[config.mk]
export PLATFORM = sky130hd
export DESIGN_NAME = regfile_writeback_arbiter_flat
export DESIGN_NICKNAME = d
export VERILOG_FILES = /design/src/rtl/regfile_writeback_arbiter_if.sv /design/src/rtl/regfile_writeback_arbiter.sv /design/src/flat_wrapper.sv
export SDC_FILE = /design/constraint.sdc
export NUM_CORES = 1
export LEC_CHECK = 0
export CORE_ASPECT_RATIO = 1.25
export CORE_MARGIN = 2
export CORE_UTILIZATION = 39
export DETAILED_ROUTE_END_ITERATION = 8
export GPL_ROUTABILITY_DRIVEN = 0
export PLACE_DENSITY = 0.69
export SLEW_MARGIN = 0
export SYNTH_ARGS = -nofsm -noshare
export SYNTH_HDL_FRONTEND = slang
export SYNTH_SLANG_ARGS = --single-unit
[constraint.sdc]
create_clock -name clk -period 2.6 [get_ports clk]
set_input_delay 0.52 -clock clk [delete_from_list [all_inputs] [get_ports clk]]
set_output_delay 0.52 -clock clk [all_outputs]
set_load 0.01 [all_outputs]
[src/rtl/regfile_writeback_arbiter_if.sv]
// Register-file write-port bundle: ALU writeback, MDU valid/ready result path,
// issue-time scoreboard marking, and the registered write port itself.
interface regfile_writeback_arbiter_if #(
  parameter int DATA_W = 32,
  parameter int ADDR_W = 5
);
  logic              alu_wb_en;
  logic [ADDR_W-1:0] alu_wb_reg;
  logic [DATA_W-1:0] alu_wb_data;

  // MDU handshake: a result transfers on any rising edge where mdu_valid and
  // mdu_ready are both high; mdu_valid may drop without a transfer.
  logic              mdu_valid;
  logic [ADDR_W-1:0] mdu_reg;
  logic [DATA_W-1:0] mdu_data;
  logic              mdu_ready;

  logic              issue_en;
  logic [ADDR_W-1:0] issue_reg;
  logic [31:0]       pending;

  logic              regWrite;
  logic [ADDR_W-1:0] WriteRegister;
  logic [DATA_W-1:0] WriteData;
  logic              wb_src;

  modport master (
    output alu_wb_en, alu_wb_reg, alu_wb_data,
    output mdu_valid, mdu_reg, mdu_data,
    input  mdu_ready,
    output issue_en, issue_reg,
    input  pending,
    input  regWrite, WriteRegister, WriteData, wb_src
  );

  modport slave (
    input  alu_wb_en, alu_wb_reg, alu_wb_data,
    input  mdu_valid, mdu_reg, mdu_data,
    output mdu_ready,
    input  issue_en, issue_reg,
    output pending,
    output regWrite, WriteRegister, WriteData, wb_src
  );
endinterface

[src/rtl/regfile_writeback_arbiter.sv]
// Single register-file write port shared by the never-stalled ALU writeback and
// a FIFO-buffered MDU result stream, plus the MDU pending-destination scoreboard.
module regfile_writeback_arbiter #(
  parameter int DATA_W     = 32,
  parameter int ADDR_W     = 5,
  parameter int FIFO_DEPTH = 2
) (
  input  logic                        clk,
  input  logic                        reset,
  regfile_writeback_arbiter_if.slave  bus
);
  localparam int PTR_W = (FIFO_DEPTH > 1) ? $clog2(FIFO_DEPTH) : 1;
  localparam int CNT_W = $clog2(FIFO_DEPTH) + 1;
  localparam logic [CNT_W-1:0] DEPTH_C = CNT_W'(FIFO_DEPTH);

  logic [ADDR_W-1:0] fifo_reg  [FIFO_DEPTH];
  logic [DATA_W-1:0] fifo_data [FIFO_DEPTH];
  logic [PTR_W-1:0]  rd_ptr, wr_ptr;
  logic [CNT_W-1:0]  count, count_nxt;

  logic              we_q, src_q;
  logic [ADDR_W-1:0] wreg_q;
  logic [DATA_W-1:0] wdata_q;
  logic [31:0]       pend_q;

  logic              we_nxt, src_nxt;
  logic [ADDR_W-1:0] wreg_nxt;
  logic [DATA_W-1:0] wdata_nxt;
  logic [31:0]       pend_nxt;

  logic ready, accept, push, pop, alu_sel;
  logic [ADDR_W-1:0] head_reg;
  logic [DATA_W-1:0] head_data;

  // Ready looks only at the registered count, so a full FIFO refuses a push
  // even on an edge where it also pops.
  assign ready     = !reset && (count < DEPTH_C);
  assign accept    = bus.mdu_valid && ready;
  assign push      = accept && (bus.mdu_reg != '0);
  assign alu_sel   = bus.alu_wb_en && (bus.alu_wb_reg != '0);
  assign pop       = !reset && !alu_sel && (count != '0);
  assign head_reg  = fifo_reg[rd_ptr];
  assign head_data = fifo_data[rd_ptr];

  always_comb begin
    count_nxt = count;
    case ({push, pop})
      2'b10:   count_nxt = count + CNT_W'(1);
      2'b01:   count_nxt = count - CNT_W'(1);
      default: count_nxt = count;
    endcase
  end

  always_comb begin
    we_nxt    = 1'b0;
    wreg_nxt  = wreg_q;
    wdata_nxt = wdata_q;
    src_nxt   = src_q;
    if (alu_sel) begin
      we_nxt    = 1'b1;
      wreg_nxt  = bus.alu_wb_reg;
      wdata_nxt = bus.alu_wb_data;
      src_nxt   = 1'b0;
    end else if (pop) begin
      we_nxt    = 1'b1;
      wreg_nxt  = head_reg;
      wdata_nxt = head_data;
      src_nxt   = 1'b1;
    end
  end

  // Retire-clear first, then issue-set, so a new issue to the retiring register wins.
  always_comb begin
    pend_nxt = pend_q;
    if (pop) begin
      pend_nxt[head_reg] = 1'b0;
    end
    if (bus.issue_en && (bus.issue_reg != '0)) begin
      pend_nxt[bus.issue_reg] = 1'b1;
    end
    pend_nxt[0] = 1'b0;
  end

  always_ff @(posedge clk) begin
    if (reset) begin
      rd_ptr  <= '0;
      wr_ptr  <= '0;
      count   <= '0;
      we_q    <= 1'b0;
      wreg_q  <= '0;
      wdata_q <= '0;
      src_q   <= 1'b0;
      pend_q  <= '0;
    end else begin
      if (push) begin
        wr_ptr <= wr_ptr + PTR_W'(1);
      end
      if (pop) begin
        rd_ptr <= rd_ptr + PTR_W'(1);
      end
      count   <= count_nxt;
      we_q    <= we_nxt;
      wreg_q  <= wreg_nxt;
      wdata_q <= wdata_nxt;
      src_q   <= src_nxt;
      pend_q  <= pend_nxt;
    end
  end

  // Storage needs no reset: only entries covered by count are ever read.
  always_ff @(posedge clk) begin
    if (push) begin
      fifo_reg[wr_ptr]  <= bus.mdu_reg;
      fifo_data[wr_ptr] <= bus.mdu_data;
    end
  end

  assign bus.mdu_ready     = ready;
  assign bus.pending       = pend_q;
  assign bus.regWrite      = we_q;
  assign bus.WriteRegister = wreg_q;
  assign bus.WriteData     = wdata_q;
  assign bus.wb_src        = src_q;
endmodule

[src/flat_wrapper.sv]
// flat-port wrapper written by rule: the top's interface ports become plain ports
module regfile_writeback_arbiter_flat 
#(
  parameter int DATA_W     = 32,
  parameter int ADDR_W     = 5,
  parameter int FIFO_DEPTH = 2
)
  (clk, reset, bus_alu_wb_en, bus_alu_wb_reg, bus_alu_wb_data, bus_mdu_valid, bus_mdu_reg, bus_mdu_data, bus_mdu_ready, bus_issue_en, bus_issue_reg, bus_pending, bus_regWrite, bus_WriteRegister, bus_WriteData, bus_wb_src);
  regfile_writeback_arbiter_if #(.DATA_W(DATA_W), .ADDR_W(ADDR_W)) bus_i ();
  input  logic clk;
  input  logic reset;
  input wire logic [$bits(bus_i.alu_wb_en)-1:0] bus_alu_wb_en;
  input wire logic [$bits(bus_i.alu_wb_reg)-1:0] bus_alu_wb_reg;
  input wire logic [$bits(bus_i.alu_wb_data)-1:0] bus_alu_wb_data;
  input wire logic [$bits(bus_i.mdu_valid)-1:0] bus_mdu_valid;
  input wire logic [$bits(bus_i.mdu_reg)-1:0] bus_mdu_reg;
  input wire logic [$bits(bus_i.mdu_data)-1:0] bus_mdu_data;
  output wire logic [$bits(bus_i.mdu_ready)-1:0] bus_mdu_ready;
  input wire logic [$bits(bus_i.issue_en)-1:0] bus_issue_en;
  input wire logic [$bits(bus_i.issue_reg)-1:0] bus_issue_reg;
  output wire logic [$bits(bus_i.pending)-1:0] bus_pending;
  output wire logic [$bits(bus_i.regWrite)-1:0] bus_regWrite;
  output wire logic [$bits(bus_i.WriteRegister)-1:0] bus_WriteRegister;
  output wire logic [$bits(bus_i.WriteData)-1:0] bus_WriteData;
  output wire logic [$bits(bus_i.wb_src)-1:0] bus_wb_src;
  assign bus_i.alu_wb_en = bus_alu_wb_en;
  assign bus_i.alu_wb_reg = bus_alu_wb_reg;
  assign bus_i.alu_wb_data = bus_alu_wb_data;
  assign bus_i.mdu_valid = bus_mdu_valid;
  assign bus_i.mdu_reg = bus_mdu_reg;
  assign bus_i.mdu_data = bus_mdu_data;
  assign bus_mdu_ready = bus_i.mdu_ready;
  assign bus_i.issue_en = bus_issue_en;
  assign bus_i.issue_reg = bus_issue_reg;
  assign bus_pending = bus_i.pending;
  assign bus_regWrite = bus_i.regWrite;
  assign bus_WriteRegister = bus_i.WriteRegister;
  assign bus_WriteData = bus_i.WriteData;
  assign bus_wb_src = bus_i.wb_src;
  regfile_writeback_arbiter #(.DATA_W(DATA_W), .ADDR_W(ADDR_W), .FIFO_DEPTH(FIFO_DEPTH)) u_core (.clk(clk), .reset(reset), .bus(bus_i));
endmodule
After elaboration in Yosys (flattened, before gate mapping)
Memory sizes are Yosys's and may differ from the RTL's. A register that Yosys moved wholly into a read port is not among the register bits.
Index checks and enable logic that the tools add are counted.
- add/subtract/negate cells: 4
- magnitude comparators: 5
- equality and inequality tests: 2
- muxes and demuxes: 19
- bitwise gates (word level): 3
- reduce and logical (&&, ||, !) cells: 18
- operators by type and width (kind ; count):
    2-to-1 mux 32 bit ; 4
    AND 32 bit ; 1
    NOT 32 bit ; 1
    bitwise OR 32 bit ; 1
    nonzero test 5 bit ; 3
    < comparator 5 x 6 -> 1 bit (second input constant) ; 2
    demux 1 bit (select 5 bit) ; 2
    >= comparator 5 x 1 -> 1 bit (second input constant) ; 2
    2-to-1 mux 1 bit ; 10
    2-to-1 mux 5 bit ; 2
    logical AND 1 bit ; 9
    nonzero test 2 bit ; 3
    one-hot mux 2 bit (2 select lines) ; 1
    adder 1 bit (second input constant) ; 2
    adder 2 x 1 -> 2 bit (second input constant) ; 1
    equality test 2 x 1 -> 1 bit (second input constant) ; 1
    equality test 2 bit (second input constant) ; 1
    zero test 1 bit ; 2
    < comparator 2 bit (second input constant) ; 1
    OR reduction 2 bit ; 1
    subtractor 2 x 1 -> 2 bit (second input constant) ; 1
- bits in registers: 75
- bits in writable memories: 74
- output and inout bits: 72
- memories: 2
- memories (name ; depth ; width ; read ports ; clocked after Yosys merged registers in ; write ports ; RTL line ; RTL):
    u_core.fifo_data ; 2 ; 32 ; 1 ; 1 ; 1 ; regfile_writeback_arbiter.sv:17 ; logic [DATA_W-1:0] fifo_data [FIFO_DEPTH];
    u_core.fifo_reg ; 2 ; 5 ; 1 ; 1 ; 1 ; regfile_writeback_arbiter.sv:16 ; logic [ADDR_W-1:0] fifo_reg [FIFO_DEPTH];

Depth between registers and ports, before layout
Gate-level depths: netlist (run 1).
- depth in word-level cells: 9
- depth in mapped cells: 9

Worst setup path after synthesis (run 1)
No wires, ideal clock.
- path kind: input to register
- start: in reset
- end: mem u_core.fifo_data[0][0], enable pin
- setup time: 0.431 ns
- arrival time: 2.518 ns
- setup slack: -0.349 ns
- stages: 3
- path buffers: 0
- cells stage by stage: nor2_1 -> o211ai_2 -> nor2_1
- word-level cells in the longest chain between the ends: 6
- ends and longest elaborated chain (what ; RTL line ; RTL):
    start, declared ; flat_wrapper.sv:11 ; input logic reset;
    zero test 1 bit ; regfile_writeback_arbiter.sv:37 ; assign ready = !reset && (count < DEPTH_C);
    logical AND 1 bit ; regfile_writeback_arbiter.sv:37 ;
    logical AND 1 bit ; regfile_writeback_arbiter.sv:38 ; assign accept = bus.mdu_valid && ready;
    logical AND 1 bit ; regfile_writeback_arbiter.sv:39 ; assign push = accept && (bus.mdu_reg != '0);
    2-to-1 mux 1 bit ; regfile_writeback_arbiter.sv:112 ; if (push) begin
    2-to-1 mux 1 bit (implied by the code) ; regfile_writeback_arbiter.sv:114 ; fifo_data[wr_ptr] <= bus.mdu_data;
    end, declared ; regfile_writeback_arbiter.sv:17 ;
Every way passes these cells.

Worst setup path after layout (run 1)
- start: reg u_core.count[1]
- end: out bus_mdu_ready
- word-level cells in the longest chain between the ends: 2
- ends and longest elaborated chain (what ; RTL line ; RTL):
    start, declared ; regfile_writeback_arbiter.sv:19 ; logic [CNT_W-1:0] count, count_nxt;
    start signal, assigned ; regfile_writeback_arbiter.sv:101 ; count <= count_nxt;
    < comparator 2 bit ; regfile_writeback_arbiter.sv:37 ;
    logical AND 1 bit ; regfile_writeback_arbiter.sv:37 ;
    end, declared ; flat_wrapper.sv:18 ; output wire logic [$bits(bus_i.mdu_ready)-1:0] bus_mdu_ready;
Every way passes these cells.

==> results.md, run 1 <==
- Type of origin of the critical path: flop
- Top sig layer: met4
- Synth Cell Area: 6001 µm²
- Final TNS setup: 0 ns
- CTS Root Cell: clkbuf_16
- DR pass1 iterations: 7
- First-pass GRT wire length: 24270 µm
- Core Region: 15010 µm²
- Crit path DAT: 1.63 ns
- Postcts setup bufs: 0
- CTS buffer count: 17
- Seq/Total Area, Yosys: 0.6205
- Run status: finished, final reports clean
- WL/cell: 17.54 µm
- Fmax: 464.3 MHz
- Syn Nets: 614
- Placed cell count: 850
- Clk pin slew, worst setup/hold paths: ~0.06 ns
- Vias: 4743
- Critical path class: reg2out
- Die height: around 140 µm
- Hold buffer count at cts: 0
- Flop pwr share: 0.429
- Crit path time final: 2.154 ns
- Number of global-route vias before repair: 4778
- CTS resizes: 0
- Clk_lat worst skew: 0.42 ns
- Net load switching power: 1480 µW
- CP max FO: 4
- VDD IR max: 0.4080 mV
- Fraction of registers with async set/reset: 0
- Worst slew pin tran: 0.7950 ns
- Initial Util: 0.3997
- Area grow syn2layout: 40.66%
- Post-Syn Area per Cell: 11.34 µm²
- Met3 wire len: between 1000 and 1500 µm
- Initial antenna violation count: 0
- Slowest stage cell, crit path: clkdlybuf4s50_1
- Gr ovfl total: 0
- Logic pwr share: 0.136
- Cells along the critical path: nor2_1 -> clkdlybuf4s50_1
- Port-buffer cells: 154
- Register name with the most flops: u_core.fifo_data
- # diodes: 0
- Pint: roughly 4700 µW
- Final hold viol count: 0
- DRC violations left: 0
- Post-route insts no fill: about 900
- Pleak: 0.002788 µW
- Gr usage total: 0.1913
- I/O pins: 156
- Largest net degree at the start of global routing: 77
- Setup violation total in the final timing report: 0
- Post-route ant nets: 0
- Crit-path max cell delay: 0.66 ns
- Post-synth EDFFs: 74
- Max cap viols: 0
- Sw frac: 0.2390
- WP data required: 2.08 ns
- Pwr/cell area: approximately 730 nW/µm²
- Met2 Routed Length: between 7000 and 8000 µm
- Vias per inst: 5.378
- Clock Skew: 0.01103 ns
- Die X: roughly 110 µm
- Largest register FFs: 64
- Layout cells sized above 1: 0.1057
- Max Slew Vio Count: 0
- Row cnt: 50
- RSZ-0062 raised after global routing: no
- CP endpoint kind: output pin
- Wire length on met1: 6200 µm
- Clock tree buffer depth: 2
- Clock group share of total power: 0.435
- DP Wirelength: 10760 µm
- Routed Wire Length: 15470 µm
- DIE AREA: ~16000 µm²
- Clock sink count: 149
- Synth warn: 0
- Period Utilization, post-route: 0.8283
- Rel. slew slack: 0.4700
- Synth Instances: 529
- Htree depth: 4
- Hold WC Path Type: reg2reg
- Iter 0 DRT Violations: between 300 and 400
- Core Util, Final: 0.5622
- Layout Nets: 772
- Yosys cell types: 41
- CTS tree: yes
- Primary FF master, synth: dfxtp_1
- Synthesized flop and latch total: 149
[cells by family (layout without fill, tap and decap cells)]
family                   after synthesis  in the layout  synth area share
adder cells (fa/ha/maj)                1              1          0.002085
XOR/XNOR                               3              3          0.004379
buffers and inverters                 38            209           0.03253
other                                  1              1         0.0006249
flip-flops                           149            149            0.6205
multiplexers                          39             39           0.06818
AND/OR/NAND/NOR                      153            153            0.1080
AO/OA/AOI/OAI                        145            145            0.1637
[per-layer routing]
metal / vias up / GRT usage
met5: - / 0
met4: 0 / 0.06468
met3: 30 / 0.07046
met2: 209 / 0.3288
met1: 2233 / 0.2191
li1: 2271 / -
[cells in the mapped netlist, drive strengths merged, types with 2 or more instances]
master,n,area share
a21oi,69,0.058
clkbuf,15,0.0094
o41ai,13,0.021
o21ai,4,0.0033
inv,2,0.0013
nand2,108,0.068
edfxtp,74,0.37
nor3,6,0.0050
buf,21,0.022
nor2b,2,0.0021
nand2b,6,0.0063
or3,3,0.0048
o31ai,8,0.012
o211ai,38,0.049
mux2i,36,0.062
xnor2,2,0.0029
dfxtp,75,0.25
a311oi,12,0.018
mux2,3,0.0063
nand3,2,0.0017
nor2,21,0.013
[final timing paths]
check                                startpoint                    end  slack (ns)  cells after the start
worst max-delay path            u_core.count[1]          bus_mdu_ready        0.45                      2
worst min register to register    u_core.rd_ptr                   flop        0.47                      1
worst min-delay path              u_core.rd_ptr                   flop        0.47                      1
worst max register to register             flop  u_core.bus.pending[8]        0.47                      4
[worst max-delay path: cells and delay by family (launching register included)]
kind,cells,cell delay [ns]
buf+inv,1,0.66
simple gates,1,0.23
flops,1,0.33
[through the flow]
step | setup WS (ns) | power, µW | cell area [µm²] | hold WS, ns
floorplan | -0.3489 | 3137 | 6001 | 0.4421
CTS | 0.4388 | 6235 | 8441 | 0.4723
finish | 0.4464 | 6190 | 8441 | 0.4735
detailed placement | 0.02631 | 3549 | 7789 | 0.4542
global route | 0.3007 | 6408 | 8441 | 0.4901
global placement | 0.04736 | 3528 | 7789 | 0.4451
[power groups by stage]
stage	registers, µW	logic [µW]	clock network [µW]
floorplan	2720	414	0
global placement	2700	826	0
detailed placement	2710	843	0
CTS	2660	847	2730
global route	2670	912	2830
finish	2660	841	2690
[area by class of cell]
cell class,count,area (µm²)
Tap cell,182,227.7
Clock inverter,14,222.7
Sequential cell,149,3725
Inverter,2,7.507
Timing Repair Buffer,175,1732
Fill cell,1270,6574
Multi-Input combinational cell,342,2097
Clock buffer,18,429.2
[cell usage in the layout (no fill, tap or decap), types with 2 or more instances in the layout]
master / Yosys / final
a21oi_1: 68 / 68
a311oi_1: 12 / 12
buf_12: 0 / 3
buf_4: 2 / 18
bufinv_16: 0 / 5
clkbuf_16: 0 / 17
clkdlybuf4s50_1: 0 / 153
clkinv_4: 0 / 3
clkinvlp_4: 0 / 2
dfxtp_1: 75 / 74
edfxtp_1: 74 / 74
inv_1: 2 / 2
inv_6: 0 / 3
mux2_2: 2 / 2
mux2i_1: 33 / 33
mux2i_2: 3 / 3
nand2_1: 107 / 107
nand2b_1: 6 / 6
nand3_1: 2 / 2
nor2_1: 21 / 19
nor2_4: 0 / 2
nor2b_1: 2 / 2
nor3_1: 6 / 6
o211ai_1: 36 / 36
o211ai_2: 2 / 2
o21ai_0: 4 / 4
o31ai_1: 7 / 7
o41ai_1: 11 / 11
o41ai_2: 2 / 2
or3_4: 2 / 2
xnor2_1: 2 / 2
Power figures use the tool's default switching activity.
==> run 2, diff against run 1 <==
Clock period 2.6 ns to 1.85 ns, I/O delays scaled along.
==> results.md, run 2 (synthesis results as in run 1) <==
- CTS Root Cell: clkbuf_16
- Pleak: 0.003001 µW (+7.6%)
- Area grow syn2layout: 48.42%
- DP Wirelength: 10720 µm (-0.36%)
- Largest register FFs: 64 (unchanged)
- Clk_lat worst skew: 0.42 ns (about the same)
- Layout Nets: 805 (+4.3%)
- Final TNS setup: 0 ns (unchanged)
- Critical path class: reg2reg
- Crit path DAT: 2.05 ns (+0.42 ns)
- Iter 0 DRT Violations: 338 (-7.4%)
- Worst slew pin tran: 0.8167 ns (+0.02172 ns)
- Initial Util: 0.3997 (unchanged)
- Hold WC Path Type: in2reg
- Routed Wire Length: 16520 µm (+6.8%)
- Pint: 6265 µW (+33%)
- Logic pwr share: 0.159 (+0.023)
- Port-buffer cells: 154 (unchanged)
- Core Region: 15010 µm² (unchanged)
- VDD IR max: 0.5769 mV (+41%)
- Rel. slew slack: 0.4555 (-0.01448)
- Pre-CTS setup slack: -0.6752 ns (-0.7015 ns)
- Max cap viols: 0 (unchanged)
- DIE AREA: 16400 µm² (unchanged)
- Commonest cells after routing, fill and taps aside: clkdlybuf4s50_1, nand2_1, edfxtp_1
- First-pass GRT wire length: 24130 µm (-0.57%)
- Die X: 114.9 µm (unchanged)
- Vias per inst: 5.339 (-0.71%)
- Post-route insts no fill: 917 (+4.0%)
- Max Slew Vio Count: 0 (unchanged)
- Vias: 4896 (+3.2%)
- Overall Power: 8347 µW (+35%)
- Sw frac: 0.2495 (+0.01042)
- Clk pin slew, worst setup/hold paths: 0.06 ns (about the same)
- Net load switching power: 2082 µW (+41%)
- Post-route ant nets: 0 (unchanged)
- Layout cells sized above 1: 0.1678 (+0.06209)
- Period Utilization, post-route: 0.9637
- Crit path time final: 1.783 ns
- Pwr/cell area: 937.2 nW/µm² (+28%)
- Multi-input gate area: 2295 µm² (+9.4%)
- DRC violations left: 0 (unchanged)
- Fmax: about 560 MHz
- Number of global-route vias before repair: 4942 (+3.4%)
- Htree depth: 4 (unchanged)
- PnR worst setup slack: 0.06712 ns (-0.3793 ns)
- Clock sink count: 149 (unchanged)
- CTS buffer count: 17 (unchanged)
- Clock group share of total power: 0.394 (-0.041)
- CP endpoint kind: flop
- Setup violation total in the final timing report: 0 (unchanged)
- Initial antenna violation count: 3 (+3)
- Flop pwr share: 0.447 (+0.018)
- Hold buffer count at cts: 0 (unchanged)
- DR pass1 iterations: 5 (-2)
- Run status: finished, final reports clean
- Register name with the most flops: u_core.fifo_data
- Row cnt: 50 (unchanged)
- I/O pins: 156 (unchanged)
- Final hold viol count: 0 (unchanged)
- Most common cell after layout, fill and taps aside: clkdlybuf4s50_1
- Placed cell count: 871 (+2.5%)
- Die height: 142.7 µm (unchanged)
- Gr usage total: 0.1908 (-0.0005478)
- Gr ovfl total: 0 (unchanged)
- CP max FO: 10 (+6)
- Dpl cell area: 7963 µm² (+2.2%)
- CTS tree: yes
- WL/cell: 18.01 µm (+2.7%)
- Type of origin of the critical path: flop
- WP data required: 2.12 ns (+0.04 ns)
- Post-route cell area: 8906 µm² (+5.5%)
- Largest net degree at the start of global routing: 77 (unchanged)
- Clock tree buffer depth: 2 (unchanged)
- Clock Skew: 0.009871 ns (-0.001156 ns)
- Register Area: 3726 µm² (about the same)
- FILL cells: 1220 (-3.9%)
-- run 2: cell types whose count changed in the layout (fill, tap and decap cells not counted), sizes merged --
cell | before | now
clkdlybuf4s15 | 0 | 2
bufinv | 5 | 1
clkbuf | 18 | 27
clkdlybuf4s50 | 153 | 144
nor2 | 21 | 23
dlymetal6s2s | 0 | 3
clkinvlp | 2 | 4
clkinv | 4 | 5
diode | 0 | 2
buf | 22 | 49
inv | 5 | 2
dlygate4sd2 | 0 | 3
-- run 2: stage by stage --
| stage | utilization | hold slack (ns) |
|---|---|---|
| 6_report | 0.5932 | 0.2659 |
| 5_1_grt | 0.5932 | 0.2486 |
| 4_1_cts | 0.5721 | 0.3719 |
| 3_5_place_dp | 0.5303 | 0.4654 |
| 3_3_place_gp | 0.5303 | 0.4609 |
| 2_1_floorplan | - | 0.4421 |
-- run 2: final cells by class --
type	instances	share of cell area
clock inverter	10	0.01124
tap	182	0.02557
inverter	2	0.0008429
timing repair buffer	206	0.2324
antenna	2	0.0005620
multi-input combinational	344	0.2577
sequential	149	0.4184
clock buffer	22	0.05339
-- run 2: routing by layer --
metal	wire length, µm	share of wire	GRT usage	vias up
met4	339	0.021	0.08370	0
met1	6242	0.38	0.2136	2298
met3	1469	0.089	0.06834	29
li1	-	-	-	2338
met2	8465	0.51	0.3254	231
met5	0	0	0	-
-- run 2: repair_timing --
action / in CTS / in global routing
gates resized for setup: 15 / 30
endpoints found under the setup margin: 98 / 105
pin swaps: 4 / 17
setup buffers: 2 / 4
cloned: 0 / 6
-- run 2: critical path, stage by stage, from the launching register on --
cell     delay [ns]
dfxtp_2        0.34
buf_12         0.15
mux2_4         0.33
nand2_1        0.34
o41ai_2        0.39
a21oi_1        0.10
-- run 2: power by group through the flow --
stage,combinational (µW),sequential [µW],clock (µW)
6_report,1330,3730,3280
3_5_place_dp,1240,3790,0
4_1_cts,1250,3730,3350
5_1_grt,1430,3750,3470
2_1_floorplan,584,3830,0
3_3_place_gp,1220,3790,0
-- run 2: path summary, 6_finish.rpt --
check | slack [ns] | cells after the start | from | end
worst max-delay path | 0.07 | 5 | flop | u_core.bus.pending[7]
worst min-delay path | 0.27 | 2 | bus_mdu_reg[4] | u_core.fifo_reg[0][4]
worst max register to register | 0.07 | 5 | flop | u_core.bus.pending[7]
worst min register to register | 0.47 | 2 | u_core.bus.pending[14] | u_core.bus.pending[14]
==> run 3, diff against run 2 <==
Settings changed: CORE_UTILIZATION 39 to 44, PLACE_DENSITY 0.69 to 0.76.
==> results.md, run 3 (synthesis results as in run 1) <==
- Post-route ant nets: 0 (unchanged)
- Iter 0 DRT Violations: 274 (-19%)
- Vias: 4955 (+1.2%)
- Hold buffer count at cts: 0 (unchanged)
- Reg-to-Reg End: u_core.fifo_data[0][29]
- Vias per inst: 5.499 (+3.0%)
- Routed Wire Length: 15920 µm (-3.6%)
- CTS tree: yes
- DIE AREA: 14590 µm² (-11%)
- Run status: finished, violations left
- Initial Util: 0.4515 (+0.05185)
- Most common cell after layout, fill and taps aside: clkdlybuf4s50_1
- Initial antenna violation count: 1 (-2)
- DP Wirelength: 10660 µm (-0.58%)
- Largest register FFs: 64 (unchanged)
- Largest net degree at the start of global routing: 77 (unchanged)
- Clk pin slew, worst setup/hold paths: 0.06 ns (about the same)
- Core Util, Final: 0.6607 (+0.06754)
- Row cnt: 47 (-6.0%)
- Layout Nets: 802 (-0.37%)
- Die height: 134.6 µm (-5.7%)
- Clock tree buffer depth: 2 (unchanged)
- Number of global-route vias before repair: 5111 (+3.4%)
- Hold WC Path Type: in2reg
- Clock Skew: 0.02073 ns (+0.01086 ns)
- Htree depth: 4 (unchanged)
- I/O pins: 156 (unchanged)
- DRC violations left: 0 (unchanged)
- Violated checks: negative setup slack
- Hold_sp: bus_mdu_reg[4]
- FILL cells: 1050 (-14%)
- Hold depth: 2 (unchanged)
- Core Region: 13290 µm² (-11%)
- RSZ-0062 raised after global routing: yes
- Critical path class: reg2reg
- Dpl cell area: 7951 µm² (-0.14%)
- Type of origin of the critical path: flop
- Register name with the most flops: u_core.fifo_data
- Gr ovfl total: 0 (unchanged)
- Gr usage total: 0.2258 (+0.03503)
- R2r setup slk: -0.11 ns (-0.18 ns)
- Pwr/cell area: 957.5 nW/µm² (+2.2%)
- CP endpoint kind: flop
- Crit path DAT: 1.99 ns (-0.06 ns)
- Final hold viol count: 0 (unchanged)
- Die X: 108.5 µm (-5.6%)
- Worst r2r src: u_core.count[1]
- VDD IR max: 0.7211 mV (+25%)
- Rel. slew slack: 0.3263 (-0.1293)
- CTS Root Cell: clkbuf_16
- Max cap viols: 0 (unchanged)
- WL/cell: 17.67 µm (-1.9%)
- Fmax: 509.1 MHz (-9.2%)
- Max Slew Vio Count: 0 (unchanged)
- Commonest cells after routing, fill and taps aside: clkdlybuf4s50_1, nand2_1, dfxtp_1, edfxtp_1, a21oi_1
- First-pass GRT wire length: 25230 µm (+4.6%)
- DR pass1 iterations: 5 (unchanged)
- CTS buffer count: 17 (unchanged)
- CP max FO: 18 (+8)
- WP data required: 1.87 ns (-0.25 ns)
- Setup violation total in the final timing report: 36 (+36)
- Port-buffer cells: 154 (unchanged)
- Worst slew pin tran: 1.010 ns (+0.1928 ns)
- Area grow syn2layout: 46.33%
- # diodes: 0 (-2)
- Overall Power: 8408 µW (+0.73%)
- Hold Path End: u_core.fifo_reg[0][4]
- Clk_lat worst skew: 0.42 ns (about the same)
- Clock sink count: 149 (unchanged)
- Post-route cell area: 8781 µm² (-1.4%)
- Layout cells sized above 1: 0.1630 (-0.004790)
- Pre-CTS setup slack: -0.6799 ns (-0.004663 ns)
- Crit path time final: 1.964 ns (+0.1814 ns)
- Period Utilization, post-route: 1.062 (+0.09807)
- Pleak: 0.002985 µW (-0.51%)
- Reg2Reg Depth: 4 (-1)
- PnR worst setup slack: -0.1143 ns (-0.1814 ns)
-- run 3: cell types whose count changed in the layout (fill, tap and decap cells not counted), sizes merged, moves of 2 or more --
cell         delta
dlygate4sd2     +3
diode           -2
inv             +4
clkbuf          -8
-- run 3: timing repair --
| action | in CTS | in global routing |
|---|---|---|
| pin swaps | 4 | 4 |
| gates cloned | 4 | 0 |
| resized for setup | 24 | 13 |
| buffers inserted | 2 | 1 |
| hold endpoints to repair | 0 | 0 |
| setup endpoints to repair | 100 | 64 |
-- run 3: layout make-up --
type                            count  area (µm²)  share of cell area
Clock inverter                     13       148.9             0.01696
Timing Repair Buffer              203        2008              0.2287
Clock buffer                       19       442.9             0.05044
Multi-Input combinational cell    344        2235              0.2545
Inverter                            2       7.507           0.0008549
Sequential cell                   149        3725              0.4242
Tap cell                          171       214.0             0.02437
-- run 3: worst max path at each step --
stage                          startpoint                 endpoint  slack (ns)
after CTS                  bus_mdu_reg[4]    u_core.fifo_reg[1][2]       -0.17
final                     u_core.count[1]  u_core.fifo_data[0][29]       -0.11
after global placement     bus_mdu_reg[0]  u_core.fifo_data[1][29]       -0.60
after global routing      u_core.count[1]  u_core.fifo_data[0][29]       -0.23
after detailed placement   bus_mdu_reg[0]  u_core.fifo_data[0][21]       -0.68
after floorplan                     reset   u_core.fifo_data[0][0]       -0.35
-- run 3: where the power goes --
| group | leakage [µW] | internal, µW | switching [µW] | total, µW |
|---|---|---|---|---|
| sequential | 0.00129 | 3650 | 86.3 | 3730 |
| combinational | 0.00141 | 634 | 650 | 1280 |
| clock | 0.000282 | 2040 | 1350 | 3390 |
-- run 3: routing by layer --
| layer | global-route usage | wire (µm) | up-vias |
|---|---|---|---|
| met1 | 0.2466 | 6031 | 2368 |
| met5 | 0 | 13 | - |
| li1 | - | - | 2335 |
| met2 | 0.4049 | 8325 | 214 |
| met4 | 0.09188 | 358 | 2 |
| met3 | 0.06660 | 1191 | 36 |
-- run 3: worst max-delay path, stage by stage (launching register included) --
cell      delay [ns]
dfxtp_1         0.32
nor2_2          0.17
o211ai_4        0.11
buf_4           0.18
nor2_2          0.79
-- run 3: per-stage QoR --
| step | hold slack [ns] | TNS, ns | instances |
|---|---|---|---|
| CTS | 0.3759 | -6.129 | 900 |
| floorplan | 0.4421 | -26.00 | 529 |
| global route | 0.2892 | -7.833 | 901 |
| global placement | 0.4469 | -69.39 | 862 |
| detailed placement | 0.4671 | -78.65 | 862 |
| finish | 0.2812 | -3.413 | 901 |
